### config.mk
export PLATFORM = sky130hd
export DESIGN_NAME = morse_tx
export DESIGN_NICKNAME = d
export VERILOG_FILES = /design/src/rtl/morse_tx.sv
export SDC_FILE = /design/constraint.sdc
export NUM_CORES = 1
export LEC_CHECK = 0
export BUFFER_PORTS_ARGS = -buffer_cell sky130_fd_sc_hd__buf_2
export CAP_MARGIN = 20
export CORE_ASPECT_RATIO = 0.6
export CORE_UTILIZATION = 53
export DETAILED_ROUTE_END_ITERATION = 10
export GPL_ROUTABILITY_DRIVEN = 0
export PLACE_DENSITY = 0.81
export SYNTH_ARGS = -nofsm -noshare
export SYNTH_HDL_FRONTEND = slang
export SYNTH_SLANG_ARGS = --single-unit
### constraint.sdc
create_clock -name CLOCK_50 -period 4.5 [get_ports CLOCK_50]
set_clock_uncertainty 0.15 [all_clocks]
set_input_delay 0.225 -clock CLOCK_50 [delete_from_list [all_inputs] [get_ports CLOCK_50]]
set_output_delay 0.225 -clock CLOCK_50 [all_outputs]
set_load 0.01 [all_outputs]
### src/rtl/morse_tx.sv
`default_nettype none
// ============================================================================
//  Module   : morse_tx
//  Brief    : A-Z Morse code transmitter. Latches a letter index on start and
//             serialises its dot/dash pattern LSB first on morse_out, one
//             pattern bit per TICK_CYCLES clocks. Reports busy/done and
//             supports abort.
//             Optional auto-repeat with a three-unit gap between letters,
//             enabled by defining MORSE_TX_REPEAT_EN.
//  Revision : 1.0 - initial release
// ============================================================================
module morse_tx #(
    parameter int TICK_CYCLES = 25_000_000,
    parameter int PAT_W       = 13
) (
    input  logic       CLOCK_50,
    input  logic       reset,
    input  logic [4:0] letter_sel,
    input  logic       start,
    input  logic       abort,
    // 'repeat' is a reserved word, so the auto-repeat request is repeat_req
    input  logic       repeat_req,
    output logic       morse_out,
    output logic       busy,
    output logic       done
);

    localparam int c_CNT_W = (TICK_CYCLES > 1) ? $clog2(TICK_CYCLES) : 1;
    localparam logic [c_CNT_W-1:0] c_TICK_LAST = c_CNT_W'(TICK_CYCLES - 1);
    localparam logic [3:0] c_GAP_UNITS = 4'd3;
    localparam logic [4:0] c_NUM_LETTERS = 5'd26;

    typedef enum logic [1:0] {
        S_IDLE = 2'd0,
        S_SEND = 2'd1,
        S_GAP  = 2'd2
    } state_t;

    state_t             r_state;
    state_t             w_state_nxt;
    logic [PAT_W-1:0]   r_shift;
    logic [PAT_W-1:0]   w_shift_nxt;
    logic [c_CNT_W-1:0] r_cnt;
    logic [c_CNT_W-1:0] w_cnt_nxt;
    logic [3:0]         r_bits;
    logic [3:0]         w_bits_nxt;
    logic               r_morse;
    logic               w_morse_nxt;
    logic               r_busy;
    logic               w_busy_nxt;
    logic               r_done;
    logic               w_done_nxt;

    logic [12:0]        w_rom_pat13;
    logic [PAT_W-1:0]   w_rom_pat;
    logic [3:0]         w_rom_len;
    logic               w_sel_ok;
    logic               w_unit_end;

    assign w_sel_ok   = (letter_sel < c_NUM_LETTERS);
    assign w_unit_end = (r_cnt == c_TICK_LAST);

    // Letter ROM: pattern literals are MSB-left, so the first element sits in
    // the rightmost bits and is emitted first.
    always_comb begin
        w_rom_pat13 = 13'd0;
        w_rom_len   = 4'd0;
        case (letter_sel)
            5'd0:  begin w_rom_pat13 = 13'b0000000011101; w_rom_len = 4'd5;  end // A .-
            5'd1:  begin w_rom_pat13 = 13'b0000101010111; w_rom_len = 4'd9;  end // B -...
            5'd2:  begin w_rom_pat13 = 13'b0010111010111; w_rom_len = 4'd11; end // C -.-.
            5'd3:  begin w_rom_pat13 = 13'b0000001010111; w_rom_len = 4'd7;  end // D -..
            5'd4:  begin w_rom_pat13 = 13'b0000000000001; w_rom_len = 4'd1;  end // E .
            5'd5:  begin w_rom_pat13 = 13'b0000101110101; w_rom_len = 4'd9;  end // F ..-.
            5'd6:  begin w_rom_pat13 = 13'b0000101110111; w_rom_len = 4'd9;  end // G --.
            5'd7:  begin w_rom_pat13 = 13'b0000001010101; w_rom_len = 4'd7;  end // H ....
            5'd8:  begin w_rom_pat13 = 13'b0000000000101; w_rom_len = 4'd3;  end // I ..
            5'd9:  begin w_rom_pat13 = 13'b1110111011101; w_rom_len = 4'd13; end // J .---
            5'd10: begin w_rom_pat13 = 13'b0000111010111; w_rom_len = 4'd9;  end // K -.-
            5'd11: begin w_rom_pat13 = 13'b0000101011101; w_rom_len = 4'd9;  end // L .-..
            5'd12: begin w_rom_pat13 = 13'b0000001110111; w_rom_len = 4'd7;  end // M --
            5'd13: begin w_rom_pat13 = 13'b0000000010111; w_rom_len = 4'd5;  end // N -.
            5'd14: begin w_rom_pat13 = 13'b0011101110111; w_rom_len = 4'd11; end // O ---
            5'd15: begin w_rom_pat13 = 13'b0010111011101; w_rom_len = 4'd11; end // P .--.
            5'd16: begin w_rom_pat13 = 13'b1110101110111; w_rom_len = 4'd13; end // Q --.-
            5'd17: begin w_rom_pat13 = 13'b0000001011101; w_rom_len = 4'd7;  end // R .-.
            5'd18: begin w_rom_pat13 = 13'b0000000010101; w_rom_len = 4'd5;  end // S ...
            5'd19: begin w_rom_pat13 = 13'b0000000000111; w_rom_len = 4'd3;  end // T -
            5'd20: begin w_rom_pat13 = 13'b0000001110101; w_rom_len = 4'd7;  end // U ..-
            5'd21: begin w_rom_pat13 = 13'b0000111010101; w_rom_len = 4'd9;  end // V ...-
            5'd22: begin w_rom_pat13 = 13'b0000111011101; w_rom_len = 4'd9;  end // W .--
            5'd23: begin w_rom_pat13 = 13'b0011101010111; w_rom_len = 4'd11; end // X -..-
            5'd24: begin w_rom_pat13 = 13'b1110111010111; w_rom_len = 4'd13; end // Y -.--
            5'd25: begin w_rom_pat13 = 13'b0010101110111; w_rom_len = 4'd11; end // Z --..
            default: begin w_rom_pat13 = 13'd0; w_rom_len = 4'd0; end
        endcase
    end

    // Widen the 13-bit ROM word to the configured shift register width
    generate
        if (PAT_W > 13) begin : g_pat_wide
            assign w_rom_pat = {{(PAT_W-13){1'b0}}, w_rom_pat13};
        end else begin : g_pat_exact
            assign w_rom_pat = w_rom_pat13;
        end
    endgenerate

`ifndef MORSE_TX_REPEAT_EN
    // Auto-repeat is not built; keep the port tied off for lint
    logic w_unused;
    assign w_unused = repeat_req;
`endif

    // Next-state and registered-output logic; abort overrides every state
    always_comb begin
        w_state_nxt = r_state;
        w_shift_nxt = r_shift;
        w_cnt_nxt   = r_cnt;
        w_bits_nxt  = r_bits;
        w_morse_nxt = 1'b0;
        w_busy_nxt  = 1'b0;
        w_done_nxt  = 1'b0;

        if (abort) begin
            w_state_nxt = S_IDLE;
            w_shift_nxt = '0;
            w_cnt_nxt   = '0;
            w_bits_nxt  = 4'd0;
        end else begin
            case (r_state)
                S_IDLE: begin
                    if (start && w_sel_ok) begin
                        w_state_nxt = S_SEND;
                        w_shift_nxt = w_rom_pat;
                        w_bits_nxt  = w_rom_len;
                        w_cnt_nxt   = '0;
                        w_morse_nxt = w_rom_pat[0];
                        w_busy_nxt  = 1'b1;
                    end
                end

                S_SEND: begin
                    w_busy_nxt = 1'b1;
                    if (w_unit_end) begin
                        w_shift_nxt = r_shift >> 1;
                        w_cnt_nxt   = '0;
                        w_bits_nxt  = r_bits - 4'd1;
                        if (r_bits == 4'd1) begin
                            // Last unit of the letter has expired
                            w_done_nxt  = 1'b1;
                            w_morse_nxt = 1'b0;
                            w_state_nxt = S_IDLE;
                            w_busy_nxt  = 1'b0;
`ifdef MORSE_TX_REPEAT_EN
                            if (repeat_req) begin
                                w_state_nxt = S_GAP;
                                w_bits_nxt  = c_GAP_UNITS;
                                w_busy_nxt  = 1'b1;
                            end
`endif
                        end else begin
                            w_morse_nxt = r_shift[1];
                        end
                    end else begin
                        w_cnt_nxt   = r_cnt + 1'b1;
                        w_morse_nxt = r_shift[0];
                    end
                end

`ifdef MORSE_TX_REPEAT_EN
                S_GAP: begin
                    w_busy_nxt = 1'b1;
                    if (w_unit_end) begin
                        w_cnt_nxt = '0;
                        if (r_bits == 4'd1) begin
                            // Gap over: resample the letter and resend
                            if (w_sel_ok) begin
                                w_state_nxt = S_SEND;
                                w_shift_nxt = w_rom_pat;
                                w_bits_nxt  = w_rom_len;
                                w_morse_nxt = w_rom_pat[0];
                            end else begin
                                w_state_nxt = S_IDLE;
                                w_shift_nxt = '0;
                                w_bits_nxt  = 4'd0;
                                w_busy_nxt  = 1'b0;
                            end
                        end else begin
                            w_bits_nxt = r_bits - 4'd1;
                        end
                    end else begin
                        w_cnt_nxt = r_cnt + 1'b1;
                    end
                end
`endif

                default: begin
                    w_state_nxt = S_IDLE;
                    w_shift_nxt = '0;
                    w_cnt_nxt   = '0;
                    w_bits_nxt  = 4'd0;
                end
            endcase
        end
    end

    // State and output registers with asynchronous active-low reset
    always_ff @(posedge CLOCK_50 or negedge reset) begin
        if (!reset) begin
            r_state <= S_IDLE;
            r_shift <= '0;
            r_cnt   <= '0;
            r_bits  <= 4'd0;
            r_morse <= 1'b0;
            r_busy  <= 1'b0;
            r_done  <= 1'b0;
        end else begin
            r_state <= w_state_nxt;
            r_shift <= w_shift_nxt;
            r_cnt   <= w_cnt_nxt;
            r_bits  <= w_bits_nxt;
            r_morse <= w_morse_nxt;
            r_busy  <= w_busy_nxt;
            r_done  <= w_done_nxt;
        end
    end

    assign morse_out = r_morse;
    assign busy      = r_busy;
    assign done      = r_done;

endmodule
`default_nettype wire

Yosys cells after proc, flatten, opt, wreduce, memory -nomap -nowiden --
Memory sizes are Yosys's and may differ from the RTL's. Index checks and enable logic that the tools add are counted.
Word-level totals: bits in registers 47, bits in read-only memories 544, input port bits 10, output and inout bits 3, memories kept 1
Memory list:
- (no name shown) | words 32, bits a word 17, read ports 1, clocked after memory_dff 0, wr ports 0, line 68 | case (letter_sel)
Cells by class: add/subtract/negate cells 2, $lt $le $gt $ge 1, eq/ne operators 6, muxes and demuxes 31, reductions and logical operators 4
Operators with widths (count):
- $mux W25 | 3
- $pmux W25 S2 | 1
- $mux W13 | 3
- $pmux W13 S2 | 1
- $add A25 B1 Y25 const B | 1
- $eq A25 B25 Y1 const B | 1
- $mux W1 | 12
- $mux W4 | 3
- $ne A3 B3 Y1 const B | 3
- $mux W2 | 4
- $pmux W4 S2 | 1
- $lt A5 B5 Y1 const B | 1
- $eq A4 B1 Y1 const B | 1
- $pmux W1 S2 | 2
- $pmux W2 S2 | 1
- $sub A4 B1 Y4 const B | 1
- $reduce_and A3 Y1 | 1
- $eq A2 B1 Y1 const B | 1
- $logic_not A2 Y1 | 1
- $reduce_and A2 Y1 | 1
- $logic_and A1 B1 Y1 | 1

Longest topological paths before layout --
Gate-level depths: netlist (run 1).
depth after elaboration 5, depth in mapped cells 8

Least setup slack after synthesis (run 1) --
OpenSTA, ideal clock, no wires.
path kind flip-flop to flip-flop, from reg r_cnt[6], to reg r_shift[0], setup time 134 ps, arrival time 1817 ps, required time 4216 ps, setup slack 2399 ps, stages on the path, launching flop included 9, cells stage by stage dfrtp_1 buf_2 or4b_4 nor4_4 a21oi_1 buf_4 buf_6 o21ai_1 o31ai_1
Between the ends: longest elaborated chain between the ends 3
RTL lines:
- start, declared | line 43 | logic [c_CNT_W-1:0] r_cnt;
- start signal, assigned | line 220 | r_cnt <= w_cnt_nxt;
- $eq A25 B25 Y1 | line 61 | assign w_unit_end = (r_cnt == c_TICK_LAST);
- $ne A3 B3 Y1 (no line)
- $reduce_and A2 Y1 (no line)
- end signal, assigned | line 219 | r_shift <= w_shift_nxt;
- end, declared | line 41 | logic [PAT_W-1:0] r_shift;
Every way passes these cells. A chain may end at the register's enable or synchronous reset.

Final worst setup path (run 1) --
from reg r_cnt[0], to reg r_cnt[18]
Between the ends: longest elaborated chain between the ends 4, elaborated cells between the ends (all ways) 5, those cells by class add/sub: 1; eq/ne: 1; mux: 3
RTL lines:
- $add A25 B1 Y25 or $eq A25 B25 Y1 (tied branches) | line 165, 61
- $mux W25 (*) | line 144 | if (w_unit_end) begin
- $pmux W25 S2 (*) | line 130 | case (r_state)
- $mux W25 (*) | line 124 | if (abort) begin
Every way passes the cells marked *; elsewhere a longest branch is shown, timed or not.

==> summary.txt, run 1 <==
Setup path
  – Worst R2R Path Depth: 7
  – Crit Path Category: register to register
  – Critical path capture point type: register
  – Biggest fanout along the worst timing path: 28
  – CP startpoint kind: register
  – Data required time of the critical path: around 4.6 ns
  – Arrival time worst endpoint: 2.50 ns

Placed design
  – Total half-perimeter wirelength after legalization and detailed placement: 5.22 mm
  – Count of buffers inserted at the top-level ports: 11
  – Number of placed instances with taps included: 428

Route
  – Number of design rule violations left after detail routing: 0
  – Iteration-0 DRC Markers: around 310
  – Vias per std cell: 6.48
  – Routed length per instance: 17.3 um
  – Total vias in the final route: around 2800
  – Total wirelength of the detailed-routed design: 7.59 mm
  – Number of nets still failing antenna checks after routing: 0
  – TritonRoute pass-1 iters: 5

Logic synthesis
  – Synth Instances: 359
  – Fraction of synthesized cell area taken by the top area cell type: 36.9%
  – Mapped Nets: around 380
  – Main flop type after synthesis: dfrtp_1
  – Mean instance size in the synthesized netlist: 8.69 um2
  – EDFF count, synth: 0
  – Area contributors post-synth: dfrtp_1, o21ai_0, a31oi_1
  – Number of different library cells in the post-synthesis netlist: 63
  – Syn Std Cell Area: 3120 um2
  – Asr flop ratio synth: between 90% and 100%
  – Fraction of the yosys area taken by sequential cells: 36.9%
  – Cell taking the most area after synthesis: dfrtp_1
  – Count of state elements after synthesis: 46
  – Number of warnings reported in the yosys synthesis log: 0

Clock tree
  – TritonCTS clock tree: done
  – Num CTS Buffers: 5
  – Resized cells post-CTS: 0
  – Post-CTS setup-driven buffer insertion count: 0
  – Worst-path clk slew: 0.09 ns
  – Maximum count of clock buffers along a single path: 2
  – Clock insertion delay at the later pin of the skew report: 0.31 ns
  – Htree depth: 2
  – Cell at the root of the clock tree: clkbuf_8
  – Number of sinks handled by clock tree synthesis: 46

Global route
  – Number of global-route vias before repair: 2469
  – Total track usage: 26.6%
  – First-pass GRT wire length: 12.4 mm
  – Largest net degree at the start of global routing: 47
  – Initial antenna violation count: 0
  – Grt total ovfl: 0

STA
  – Final Max Slew Viols: 0
  – Fmax achieved: about 410 MHz
  – Headroom to the max-slew limit: 47.4%
  – RSZ-0062 raised after global routing: false
  – Final count of hold timing violations: 0
  – Slew at the pin closest to its max-slew limit: 0.790 ns
  – Setup_tns: 0 ns
  – Ratio of final minimum period to clock period: 53.9%
  – Minimum period implied by the final worst setup slack: 2.43 ns
  – Final number of setup-violating endpoints: 0

Floorplanning
  – Horizontal die dimension: 101 um
  – Y dimension of the die: between 60 and 70 um
  – Initial Util: between 50% and 60%
  – I/O pin count: 13
  – Placeable core area: 5620 um2
  – Standard-cell row count: 21
  – Area of the die: 6210 um2

Layout
  – Utilization after layout: 58.8%
  – Post-Layout Cell Count: 438
  – Antenna Cells: 0
  – Final-stage net count: ~380
  – Ratio of cells with drive above 1 in the final layout: a little over 10%
  – Area growth from synthesis to layout: 6.02%
  – Area taken by multi-input logic gates: about 1800 um2
  – Layout filler cell count: 528
  – Most frequent standard cell in the layout excluding fill and tap cells: dfrtp_1
  – Most frequent cells in the layout: dfrtp_1, o21ai_0, nand2_1
  – Storage cell area: 1150 um2

Flow run
  – Maximum Capacitance Violations: 0

Power
  – Total power density per cell area: 277 nW/um2
  – Power, Total: 0.915 mW
  – Peak supply drop: 0.138 mV
  – Static Leakage: 1.37 nW

Min path
  – Class of the worst hold path: primary input to async pin

Status
  – Run status: finished clean
## cells by family (layout without fill, tap and decap cells)
group                    count (synthesis)  after routing  synth area share [%]
AND/OR/NAND/NOR                        126            126                  23.2
multiplexers                             7              7                  2.69
XOR/XNOR                                 1              1                 0.281
buffers and inverters                   40             39                  5.86
AO/OA/AOI/OAI                          129            129                  27.1
flip-flops                              46             46                  36.9
adder cells (fa/ha/maj)                 10             10                  4.01
## timing repair
action,in CTS,in global routing
endpoints found under the setup margin,0,0
hold buffers,1,0
endpoints found under the hold margin,46,0
## area by class of cell
| class | count | share of cell area, % |
|---|---|---|
| multi-input cells | 273 | 54.1 |
| flip-flops and latches | 46 | 34.8 |
| repair buffers | 15 | 3.03 |
| well taps | 80 | 3.03 |
| clock buffers | 7 | 2.31 |
| inverters | 16 | 1.82 |
| clock inverters | 1 | 0.908 |
## synth_stat cells, drive strengths merged, types with 9 or more instances
library cell	number
dfrtp	46
o21ai	34
nand2	32
a21oi	23
a31oi	21
nor2	19
inv	16
clkbuf	14
buf	10
ha	10
nand3	10
nand2b	9
## flip-flops by register name, summed over array words and instances (netlist names)
register / cells
r_shift: 13
busy: 1
done: 1
r_cnt: 25
r_state: 1
r_bits: 4
morse_out: 1
## routing by layer
layer	vias up	track usage [%]	routed length [um]
met3	8	7.04	653
met1	1363	40.6	3820
met5	-	0	0
met4	0	7.66	74
li1	1333	-	-
met2	134	36.5	3040
## critical path, cell delays in order, from the launching register on
cell	delay, ns
dfrtp_1	0.42
ha_1	0.25
nand3_1	0.21
nor4_4	0.10
a21oi_2	0.44
buf_4	0.40
o21ai_0	0.16
a31oi_1	0.20
## worst paths after layout
path,slack (ns),to,start
hold / removal,0.12,r_shift[10],reset
max in group asynchronous,3.64,r_cnt[3],reset
min in group CLOCK_50,0.12,r_bits[0],abort
setup reg to reg,2.07,r_cnt[18],r_cnt[0]
setup / recovery,2.07,r_cnt[18],r_cnt[0]
hold reg to reg,0.37,r_shift[10],r_shift[10]
## metrics by stage
stage               hold slack (ns)  setup WS (ns)  area [um2]
global placement              0.295           2.03        3170
finish                        0.121           2.07        3310
detailed placement            0.313           1.99        3170
floorplan                    -0.221           2.40        3120
CTS                           0.102           2.07        3290
global route                  0.144           1.89        3310
## where the power goes
part	internal, mW	total (mW)	switching (mW)
Combinational	0.0588	0.159	0.100
Clock	0.166	0.312	0.146
Sequential	0.431	0.444	0.0131
(Power assumes the default switching activity.)
==> inputs of run 2 (changes only) <==
==> constraint.sdc (replaced) <==
create_clock -name CLOCK_50 -period 2.5 [get_ports CLOCK_50]
set_clock_uncertainty 0.15 [all_clocks]
set_input_delay 0.125 -clock CLOCK_50 [delete_from_list [all_inputs] [get_ports CLOCK_50]]
set_output_delay 0.125 -clock CLOCK_50 [all_outputs]
set_load 0.01 [all_outputs]
==> summary.txt, run 2 (synthesis gave the netlist of run 1 again) <==
Status
  – Run status: finished clean (unchanged)

Layout
  – Post-Layout Cell Count: 446 (was 438)
  – Largest register by flop count: r_cnt (unchanged)
  – Most frequent standard cell in the layout excluding fill and tap cells: dfrtp_1 (unchanged)
  – Final-stage net count: 387 (was 377)
  – Most frequent cells in the layout: dfrtp_1, o21ai_0, nand2_1 (unchanged)
  – Area growth from synthesis to layout: 7.66% (was 6.02%)
  – Ratio of cells with drive above 1 in the final layout: 12.8% (was 10.3%)
  – Flip-flop count of the largest register, all copies and words added: 25 (unchanged)
  – Utilization after layout: 59.7% (was 58.8%)
  – Leading registers by flop count: r_cnt: 25 flops, r_shift: 13 flops, r_bits: 4 flops (unchanged)
  – Antenna Cells: 0 (unchanged)

Setup path
  – Max stage delay on crit path: 0.42 ns (was 0.44 ns)
  – Cell-by-cell listing of the critical path: ha_1, nand3_1, nor4_4, and2_1, a211oi_1, a311oi_1 (was ha_1, nand3_1, nor4_4, a21oi_2, buf_4, o21ai_0, a31oi_1)
  – Crit path max-delay cell type: dfrtp_1 (was a21oi_2)
  – Family with the most delay on the worst path: simple AND/OR/NAND/NOR gates (was compound AO/OA/AOI/OAI gates)
  – Critical path capture point type: register (unchanged)
  – CP startpoint kind: register (unchanged)
  – Data required time of the critical path: 2.55 ns (was 4.58 ns)
  – Biggest fanout along the worst timing path: 9 (was 28)
  – Crit Path Category: register to register (unchanged)
  – Buffers and inverters on the worst path: 0 (was 1)
  – Arrival time worst endpoint: 2.37 ns (was 2.50 ns)

Clock tree
  – Post-CTS setup-driven buffer insertion count: 0 (unchanged)
  – Htree depth: 2 (unchanged)
  – Cell at the root of the clock tree: clkbuf_8 (unchanged)
  – TritonCTS clock tree: done (unchanged)
  – Maximum count of clock buffers along a single path: 2 (unchanged)
  – Clock insertion delay at the later pin of the skew report: 0.30 ns (was 0.31 ns)
  – Num CTS Buffers: 5 (unchanged)
  – Worst-path clk slew: 0.08 ns (was 0.09 ns)
  – Number of hold buffers added after CTS: 1 (unchanged)
  – Number of sinks handled by clock tree synthesis: 46 (unchanged)
  – Resized cells post-CTS: 0 (unchanged)

Route
  – Routed length per instance: 16.9 um (was 17.3 um)
  – TritonRoute pass-1 iters: 5 (unchanged)
  – Total vias in the final route: 2854 (was 2838)
  – Total wirelength of the detailed-routed design: 7.53 mm (was 7.59 mm)
  – Number of design rule violations left after detail routing: 0 (unchanged)
  – Number of nets still failing antenna checks after routing: 0 (unchanged)
  – Vias per std cell: 6.40 (was 6.48)
  – Iteration-0 DRC Markers: 270 (was 309)

Floorplanning
  – Horizontal die dimension: 101 um (unchanged)
  – Placeable core area: 5620 um2 (unchanged)
  – Area of the die: 6210 um2 (unchanged)
  – Initial Util: 55.5% (unchanged)
  – Y dimension of the die: 61.4 um (unchanged)
  – Standard-cell row count: 21 (unchanged)
  – I/O pin count: 13 (unchanged)

Power
  – Peak supply drop: 0.204 mV (was 0.138 mV)
  – Power, Total: 1.55 mW (was 0.915 mW)
  – Sw Share: 28.7% (was 28.3%)
  – Share of power burned in the clock network: 29.3% (was 34.1%)
  – Fraction of power consumed by combinational cells: 19.0% (was 17.4%)
  – Total power density per cell area: 461 nW/um2 (was 277 nW/um2)
  – Sequential cell fraction of total power: 51.7% (was 48.6%)
  – Switching power summed over all nets: 0.445 mW (was 0.259 mW)
  – Cell internal power dissipation: 1.10 mW (was 0.656 mW)
  – Static Leakage: 1.40 nW (was 1.37 nW)

Placed design
  – Number of placed instances with taps included: 439 (was 428)
  – Total half-perimeter wirelength after legalization and detailed placement: 5.35 mm (was 5.22 mm)
  – Count of buffers inserted at the top-level ports: 11 (unchanged)

Global route
  – Number of global-route vias before repair: 2504 (was 2469)
  – Grt total ovfl: 0 (unchanged)
  – First-pass GRT wire length: 12.3 mm (was 12.4 mm)
  – Initial antenna violation count: 0 (unchanged)
  – Largest net degree at the start of global routing: 34 (was 47)
  – Total track usage: 26.2% (was 26.6%)

STA
  – Slew at the pin closest to its max-slew limit: 0.566 ns (was 0.790 ns)
  – Minimum period implied by the final worst setup slack: 2.32 ns (was 2.43 ns)
  – Fmax achieved: 431 MHz (was 412 MHz)
  – Final count of hold timing violations: 0 (unchanged)
  – Setup_tns: 0 ns (unchanged)
  – Ratio of final minimum period to clock period: 92.8% (was 53.9%)
  – RSZ-0062 raised after global routing: false (unchanged)
  – Final number of setup-violating endpoints: 0 (unchanged)
  – Headroom to the max-slew limit: 62.0% (was 47.4%)
  – Worst hold-check slack: 0.0454 ns (was 0.121 ns)
  – Final Max Slew Viols: 0 (unchanged)

Flow run
  – Maximum Capacitance Violations: 0 (unchanged)

Min path
  – Class of the worst hold path: primary input to register (was primary input to async pin)
## run 2: cell count changes in the layout (fill, tap and decap cells not counted), sizes merged
cell | previous run | this run
bufinv | 1 | 0
clkbuf | 7 | 6
buf | 14 | 24
## run 2: layout make-up
type / count / area [um2]
clock buffers: 6 / 82.6
well taps: 80 / 100
inverters: 16 / 60.1
repair buffers: 25 / 175
fillers: 493 / 2260
multi-input cells: 273 / 1790
flip-flops and latches: 46 / 1150
## run 2: final timing paths
kind | slack [ns] | end | from | cells past startpoint
max | 0.18 | r_bits[0] | r_cnt[0] | 6
min | 0.05 | r_bits[0] | abort | 2
max reg2reg | 0.18 | r_bits[0] | r_cnt[0] | 6
min reg2reg | 0.37 | r_shift[4] | r_shift[4] | 2
max in group asynchronous | 1.37 | r_cnt[17] | reset | 3
min in group asynchronous | 0.11 | r_cnt[10] | reset | 2
## run 2: through the flow
stage	area, um2	setup WS (ns)
floorplan	3120	0.399
global placement	3270	0.259
detailed placement	3270	0.209
CTS	3360	0.201
global route	3360	0.0862
finish	3360	0.180
## run 2: per-layer routing
metal	track usage (%)	share of wire, %
met2	37.1	41
met4	7.04	0.58
met1	39.3	50
met5	0	0
met3	6.81	8.8
## run 2: worst reg2reg max path: stages (launching register included)
cell and delay, ns:
dfrtp_1 0.42, ha_1 0.25, nand3_1 0.23, nor4_4 0.42, and2_1 0.38, a211oi_1 0.13, a311oi_1 0.25
## run 2: power by group through the flow
stage | clock network, mW | logic (mW) | registers (mW)
after floorplan | 0 | 0.203 | 0.809
after global placement | 0 | 0.280 | 0.813
after detailed placement | 0 | 0.288 | 0.814
after CTS | 0.455 | 0.290 | 0.800
after global routing | 0.488 | 0.327 | 0.805
final | 0.453 | 0.294 | 0.801
